===== src/rtl/btn_pkg.sv =====
// rtl/btn_pkg.sv - shared press-FSM state type and 100 MHz timing constants for the button front end
package btn_pkg;

  typedef enum logic [1:0] {
    IDLE  = 2'd0,
    PRESS = 2'd1,
    LONG  = 2'd2
  } press_state_e;

  localparam int unsigned DB_10MS = 1_000_000;
  localparam int unsigned LONG_1S = 100_000_000;

endpackage


===== src/rtl/btn_chan.sv =====
// rtl/btn_chan.sv - one button channel: 2-FF sync, debounce, edge pulses, long-press FSM
module btn_chan
  import btn_pkg::*;
#(
  parameter int unsigned DB_CYCLES   = DB_10MS,
  parameter int unsigned LONG_CYCLES = LONG_1S
) (
  input  logic clk,
  input  logic rst,
  input  logic btn_i,
  input  logic en_i,
  output logic key_db_o,
  output logic rise_p_o,
  output logic fall_p_o,
  output logic long_p_o
);

  localparam int unsigned DW = $clog2(DB_CYCLES);
  localparam int unsigned LW = $clog2(LONG_CYCLES);
  localparam logic [DW-1:0] DB_MAX   = DW'(DB_CYCLES - 1);
  localparam logic [LW-1:0] LONG_MAX = LW'(LONG_CYCLES - 1);

  logic [1:0]    sync_q;
  logic          key_q;
  logic          key_prev_q;
  logic [DW-1:0] dcnt_q;
  logic [LW-1:0] lcnt_q;
  logic          rise_q;
  logic          fall_q;
  logic          long_q;
  press_state_e  st_q;

  logic s;
  logic rise_d;
  logic fall_d;

  assign s      = sync_q[1];
  assign rise_d = key_q & ~key_prev_q;
  assign fall_d = ~key_q & key_prev_q;

  // The FSM reacts to the same edge condition that registers rise_p/fall_p,
  // so its state is already PRESS while rise_p is visible.
  always_ff @(posedge clk or negedge rst) begin
    if (!rst) begin
      sync_q     <= '0;
      key_q      <= 1'b0;
      key_prev_q <= 1'b0;
      dcnt_q     <= '0;
      lcnt_q     <= '0;
      rise_q     <= 1'b0;
      fall_q     <= 1'b0;
      long_q     <= 1'b0;
      st_q       <= IDLE;
    end else begin
      sync_q     <= {sync_q[0], btn_i};
      key_prev_q <= key_q;
      rise_q     <= rise_d;
      fall_q     <= fall_d;
      long_q     <= 1'b0;

      if (s == key_q) begin
        dcnt_q <= '0;
      end else if (dcnt_q == DB_MAX) begin
        key_q  <= s;
        dcnt_q <= '0;
      end else begin
        dcnt_q <= dcnt_q + 1'b1;
      end

      case (st_q)
        IDLE: begin
          if (rise_d) begin
            st_q   <= PRESS;
            lcnt_q <= '0;
          end
        end
        PRESS: begin
          if (fall_d) begin
            st_q <= IDLE;
          end else if (lcnt_q == LONG_MAX) begin
            st_q   <= LONG;
            long_q <= en_i;
          end else begin
            lcnt_q <= lcnt_q + 1'b1;
          end
        end
        LONG: begin
          if (fall_d) st_q <= IDLE;
        end
        default: st_q <= IDLE;
      endcase
    end
  end

  assign key_db_o = key_q;
  assign rise_p_o = rise_q;
  assign fall_p_o = fall_q;
  assign long_p_o = long_q;

endmodule


===== src/rtl/btn_mode_ctrl.sv =====
// rtl/btn_mode_ctrl.sv - N-channel button front end with toggle/hold state and run-flag gating
module btn_mode_ctrl
  import btn_pkg::*;
#(
  parameter int unsigned           N_BTN       = 4,
  parameter int unsigned           DB_CYCLES   = DB_10MS,
  parameter int unsigned           LONG_CYCLES = LONG_1S,
  parameter logic [N_BTN-1:0]      TOGGLE_MASK = N_BTN'(4'b0011),
  parameter logic [N_BTN-1:0]      GATE_MASK   = N_BTN'(4'b0100),
  parameter int unsigned           RUN_IDX     = 0
) (
  input  logic             clk,
  input  logic             rst,
  input  logic [N_BTN-1:0] btn,
  output logic [N_BTN-1:0] key_db,
  output logic [N_BTN-1:0] rise_p,
  output logic [N_BTN-1:0] fall_p,
  output logic [N_BTN-1:0] long_p,
  output logic [N_BTN-1:0] state_q
);

  logic [N_BTN-1:0] en;
  logic [N_BTN-1:0] state_d;

  // Gate uses the registered (pre-update) run flag, so a run toggle in the
  // same cycle cannot change this cycle's decision.
  assign en = ~GATE_MASK | {N_BTN{~state_q[RUN_IDX]}};

  for (genvar i = 0; i < N_BTN; i++) begin : g_chan
    btn_chan #(
      .DB_CYCLES  (DB_CYCLES),
      .LONG_CYCLES(LONG_CYCLES)
    ) u_chan (
      .clk     (clk),
      .rst     (rst),
      .btn_i   (btn[i]),
      .en_i    (en[i]),
      .key_db_o(key_db[i]),
      .rise_p_o(rise_p[i]),
      .fall_p_o(fall_p[i]),
      .long_p_o(long_p[i])
    );
  end

  always_comb begin
    state_d = state_q;
    for (int i = 0; i < N_BTN; i++) begin
      if (TOGGLE_MASK[i]) begin
        if (rise_p[i] && en[i]) state_d[i] = ~state_q[i];
      end else begin
        if (fall_p[i])                state_d[i] = 1'b0;
        else if (rise_p[i] && en[i])  state_d[i] = 1'b1;
      end
    end
  end

  always_ff @(posedge clk or negedge rst) begin
    if (!rst) state_q <= '0;
    else      state_q <= state_d;
  end

endmodule

===== config.mk =====
export PLATFORM = sky130hd
export DESIGN_NAME = btn_mode_ctrl
export DESIGN_NICKNAME = d
export VERILOG_FILES = /design/src/rtl/btn_pkg.sv /design/src/rtl/btn_chan.sv /design/src/rtl/btn_mode_ctrl.sv
export SDC_FILE = /design/constraint.sdc
export NUM_CORES = 1
export LEC_CHECK = 0
export CAP_MARGIN = 30
export CORE_MARGIN = 10
export CORE_UTILIZATION = 63
export CTS_CLUSTER_SIZE = 24
export DETAILED_ROUTE_END_ITERATION = 8
export HOLD_SLACK_MARGIN = 0.03
export PLACE_DENSITY = 0.81
export SLEW_MARGIN = 0
export SYNTH_ARGS = -nofsm -noshare
export SYNTH_HDL_FRONTEND = slang
export SYNTH_HIERARCHICAL = 1
export SYNTH_SLANG_ARGS = --single-unit

===== constraint.sdc =====
create_clock -name clk -period 3.8 [get_ports clk]
set_input_delay 0.95 -clock clk [delete_from_list [all_inputs] [get_ports clk]]
set_output_delay 0.95 -clock clk [all_outputs]
set_load 0.005 [all_outputs]

* Word-level counts from Yosys, hierarchy flattened
Index checks and enable logic that the tools add are counted.
** Storage, ports and cells
- Bits of input ports :: 6
- Memory bits (writable) :: 0
- Output and inout bits :: 20
- ROM bits :: 0
- Logic and storage cells :: 193
- Memories :: 0
- Bits in latches :: 0
- Register bits after elaboration :: 228
** Cells by class
- Reduce and logical (&&, ||, !) cells :: 23
- Eq/ne operators :: 40
- Muxes and demuxes :: 60
- Bitwise gates (word level) :: 22
- Multipliers :: 0
- $lt $le $gt $ge :: 0
- Shifts and indexed selects :: 0
- Div/mod/pow operators :: 0
- $add $sub $neg :: 8
** Operators with widths (count)
- $mux W27 :: 12
- $pmux W27 S2 :: 4
- $mux W20 :: 8
- $add A27 B1 Y27 const B :: 4
- $eq A27 B27 Y1 const B :: 4
- $add A20 B1 Y20 const B :: 4
- $eq A20 B20 Y1 const B :: 4
- $mux W2 :: 16
- $pmux W2 S3 :: 4
- $mux W1 :: 16
- $ne A2 B1 Y1 const B :: 8
- $ne A2 B2 Y1 const B :: 8
- $reduce_and A4 Y1 :: 4
- $not A1 Y1 :: 14
- $ne A3 B1 Y1 const B :: 4
- $reduce_and A3 Y1 :: 4
- $reduce_bool A2 Y1 :: 6
- $and A1 B1 Y1 :: 8
- $eq A2 B1 Y1 const B :: 4
- $eq A2 B2 Y1 const B :: 4
- $logic_not A2 Y1 :: 4
- $reduce_and A2 Y1 :: 4
- $eq A1 B1 Y1 :: 4
- $logic_and A1 B1 Y1 :: 1

* Depth between registers and ports, before layout
- Depth in word-level cells :: 4
- Mapped depth :: 9

* Hierarchy
The synthesis kept the hierarchy.
** Modules (own cells, without submodules)
- btn_chan (g_chan[0].u_chan ...) :: area each 2885.3 µm², times used 2, cells each 300, seq. area each 1401.3 µm²
- btn_chan (g_chan[3].u_chan) :: area each 2931.6 µm², times used 1, cells each 317, seq. area each 1401.3 µm²
- btn_chan (g_chan[1].u_chan) :: area each 2876.5 µm², times used 1, cells each 300, seq. area each 1401.3 µm²
- btn_mode_ctrl :: area each 151.4 µm², times used 1, cells each 13, seq. area each 100.1 µm²

* Least setup slack after synthesis
OpenSTA, ideal clock, no wires.
- Path kind :: register -> register
- Start :: register g_chan[0].u_chan.lcnt_q[9]
- End :: register g_chan[0].u_chan.lcnt_q[17]
- Library setup time :: 133 ps
- Setup slack :: 1774 ps
- Data arrival time :: 1893 ps
- Stages on the path, launching flop included :: 8
- Buffers on the path :: 2
- Cells stage by stage :: dfrtp_1 or3_1 or4_4 o21a_1 buf_6 buf_8 a21oi_2 a31oi_1
** On the way
- Word-level cells in the longest chain between the ends :: 4
** Ends and longest elaborated chain
- start, declared :: line btn_chan.sv:27 : logic [LW-1:0] lcnt_q;
- start signal, assigned :: line btn_chan.sv:84 : lcnt_q <= lcnt_q + 1'b1;
- $add A27 B1 Y27 :: line btn_chan.sv:84
- $mux W27 :: line btn_chan.sv:80 : end else if (lcnt_q == LONG_MAX) begin
- $mux W27 :: line btn_chan.sv:78 : if (fall_d) begin
- $pmux W27 S2 :: line btn_chan.sv:70 : case (st_q)
Parallel ways exist; a longest one is shown, timed or not. The select of a mux whose other input is x is not followed.
A chain may end at the register's enable or synchronous reset.

* Worst setup path in the final report
- Start :: register g_chan[3].u_chan.key_q
- End :: output key_db[3]
** RTL lines
- start, declared :: line btn_chan.sv:24 : logic key_q;
- start signal, assigned :: line btn_chan.sv:64 : key_q <= s;
- end, declared :: line btn_mode_ctrl.sv:15 : output logic [N_BTN-1:0] key_db,
No word-level cell between the ends.

==> flow_summary.yaml <==
clocking:
  cts_buffer_depth: 3
  post_cts_resized: 0
  clk_pin_slew_ns: 0.05
  clk_latency_ns: 0.52
  cts-root-buf: "clkbuf_16"
  cts_buffers: 26
  cts_sinks: 228
  post-cts-setup-buffer-count: 0
  h-tree-depth: 1
  cts_tree: "yes"
  cts_hold_buf: 0
logic_synthesis:
  synth_top_cell_by_area: "dfrtp_1"
  yosysTopAreaCellShare_pct: 48.6
  synthFlopType: "dfrtp_1"
  synth_seq_area_share_pct: 48.6
  synth.avg_cell_area_sq_um: 9.54
  synth_cell_types: 77
  synthMostInstantiatedCell: "dfrtp_1"
  ys_warn_count: 6
  synthTopCellsByCount: "228 x dfrtp_1, 153 x nor2_1, 92 x nand2_1"
  synth_cells: 1230
  ys_ff_latch: 228
  synth.cell_area_sq_um: 11700
  async_flop_share_pct: 100
  synth_area_leaders: "dfrtp_1 49%, nor2_1 4.9%, xnor2_1 4.0%, nand3_1 3.5%, nand2_1 2.9%"
  synth_edf_count: 0
drt:
  drt-initial-drc-count: 615
  drt-total-wl_microns: 24300
  vias: 9316
  dr.pass1.iters: 6
  wire_per_inst_microns: 16.3
  drc: 0
  drt-vias-per-instance: 6.25
  drtAntennaViolNets: 0
global_routing:
  grt_pass1_wl_microns: 42100
  grt_pass1_vias: 8860
  grt_util_all_layers_pct: 20.0
  grt_overflow_total: 0
  grt_max_degree: 90
  antenna_found_initial: 0
floorplanning:
  fp.dieH_microns: 156
  core_sq_um: 18100
  dieArea_sq_um: 24500
  initial_core_util_pct: 64.6
  fp-row-count: 49
  io_pins: 26
  die_w_microns: 156
critical_path:
  r2r_cells: 7
  crit_buf_inv: 1
  worst_setup_path_end_kind: "output port"
  critPathMaxFanout: 7
  critPathKind: "flip-flop to output port"
  reg2reg_from: "g_chan[3].u_chan/lcnt_q[0]"
  r2r-end: "g_chan[3].u_chan/lcnt_q[1]"
  cp-start-kind: "flip-flop"
  slowest_stage: "clkdlybuf4s50_1"
  r2r_slack_ns: 1.35
  cp_cell_sequence: "clkdlybuf4s50_1"
  slowest_delay_ns: 0.57
  crit_arrival_ns: 1.60
  critPathRequiredTime_ns: 2.85
  crit_family: "buffers and inverters"
cells_and_area:
  multiInputGateArea_sq_um: 5590
  antenna_cells: 0
  regArea_sq_um: 5710
  fillCellCount: 1343
  area_delta_synth_final_pct: 10.4
  final_util_pct: 71.4
  final_nets: 1258
  drive_gt1_share_pct: 7.92
sta:
  finalClockSkew_ns: 0.00745
  rsz0062_at_grt: "no"
  slew_headroom_pct: 28.7
  period_minus_slack_ns: 2.55
  worst_slew_pin_slew_ns: 1.06
  worst_hold_slack_ns: 0.347
  fmax_mhz: 391
  drv_slew: 0
  hold_violations: 0
  final.setup.tns_ns: 0
  setup_violations: 0
  post-route-period-util_pct: 67.2
hold_path:
  min_path_type: "flip-flop to flip-flop"
  min_to: "g_chan[0].u_chan/sync_q[1]"
  hold_start: "g_chan[0].u_chan/sync_q[0]"
  hold_depth: 0
job:
  maxCapViolations: 0
power_and_ir_drop:
  power_density_nw_per_um2: 391
  power.total_w: 0.00507
  p_leak_nw: 5.49
  ir_worst_vdd_mv: 0.359
status:
  status: "complete, no violations"
placed_design:
  post-dp-hpwl_microns: 16100
  gp_congestion: 0.879
  port_buffers: 25
[metal layers]
metal  vias to the layer above  share of wire (%)  GRT usage (%)
met5                         -                  0              0
li1                       4494                  -              -
met2                       273                 47           32.4
met4                         0                1.7           5.57
met1                      4505                 46           27.4
met3                        44                5.3           3.15
[layout by cell type, fill, tap and decap left out, types with 5 or more instances in the layout]
cell	count
a211o_1	8
a21boi_0	5
a21o_1	9
a21oi_1	34
a21oi_2	7
a31oi_1	55
a41oi_1	13
and2_1	8
and3_1	33
and4_1	21
buf_4	5
clkbuf_16	26
clkbuf_8	6
clkdlybuf4s50_1	24
clkinv_2	7
dfrtp_1	228
ha_1	8
inv_1	34
mux2i_1	5
nand2_1	92
nand2b_1	12
nand3_1	81
nand4_1	35
nand4_2	5
nor2_1	153
nor2b_1	16
nor3_1	24
nor3b_1	8
nor4_1	19
nor4b_1	6
o21a_1	9
o21ai_0	51
o21ai_1	24
o31ai_1	12
or3_1	12
or4_1	7
xnor2_1	53
xor2_1	25
[stage by stage]
stage,worst slack (ns),cell area [sq um],instances
3_3_place_gp,1.47,12100,1444
5_1_grt,1.07,13000,1491
6_report,1.25,13000,1491
4_1_cts,1.22,13000,1491
2_1_floorplan,1.77,11700,1232
3_5_place_dp,1.42,12100,1445
[where the power goes]
group | internal, W | switching (W) | total [W]
clock network | 0.00157 | 0.000949 | 0.00252
registers | 0.00244 | 0.0000126 | 0.00246
logic | 0.0000224 | 0.0000686 | 0.0000909
[layout make-up]
type,instances,share of cell area [%]
flip-flops and latches,228,44.0
multi-input cells,918,43.2
clock buffers,35,5.75
repair buffers,33,2.66
well taps,229,2.21
clock inverters,11,1.09
inverters,37,1.07
[registers in the layout, indices dropped and copies added, names as in the netlist]
signal                    flops
g_chan.u_chan/dcnt_q         80
g_chan.u_chan/sync_q          8
g_chan.u_chan/long_p_o        4
g_chan.u_chan/rise_p_o        4
g_chan.u_chan/key_db_o        4
g_chan.u_chan/st_q            8
g_chan.u_chan/lcnt_q        108
state_q                       4
g_chan.u_chan/key_prev_q      4
g_chan.u_chan/fall_p_o        4
[logic make-up after synthesis]
family / count (synthesis) / share of synthesized area (%)
AO/OA/AOI/OAI: 259 / 14.4
buffers and inverters: 86 / 3.73
other: 1 / 0.0320
AND/OR/NAND/NOR: 561 / 25.7
multiplexers: 9 / 0.811
flip-flops: 228 / 48.6
adder cells (fa/ha/maj): 8 / 0.853
XOR/XNOR: 78 / 5.82
[worst max path at each step]
stage | from | depth (start not counted) | slack (ns) | end
after floorplan | g_chan[0].u_chan/lcnt_q[9] | 7 | 1.77 | g_chan[0].u_chan/lcnt_q[17]
after global placement | g_chan[3].u_chan/lcnt_q[0] | 7 | 1.47 | g_chan[3].u_chan/lcnt_q[1]
after detailed placement | g_chan[3].u_chan/lcnt_q[0] | 6 | 1.42 | g_chan[3].u_chan/lcnt_q[15]
after CTS | g_chan[3].u_chan/key_db_o | 1 | 1.22 | key_db[3]
after global routing | g_chan[3].u_chan/lcnt_q[0] | 7 | 1.07 | g_chan[3].u_chan/lcnt_q[1]
final | g_chan[3].u_chan/key_db_o | 1 | 1.25 | key_db[3]
Note: power is estimated with default switching activity, not from simulation.
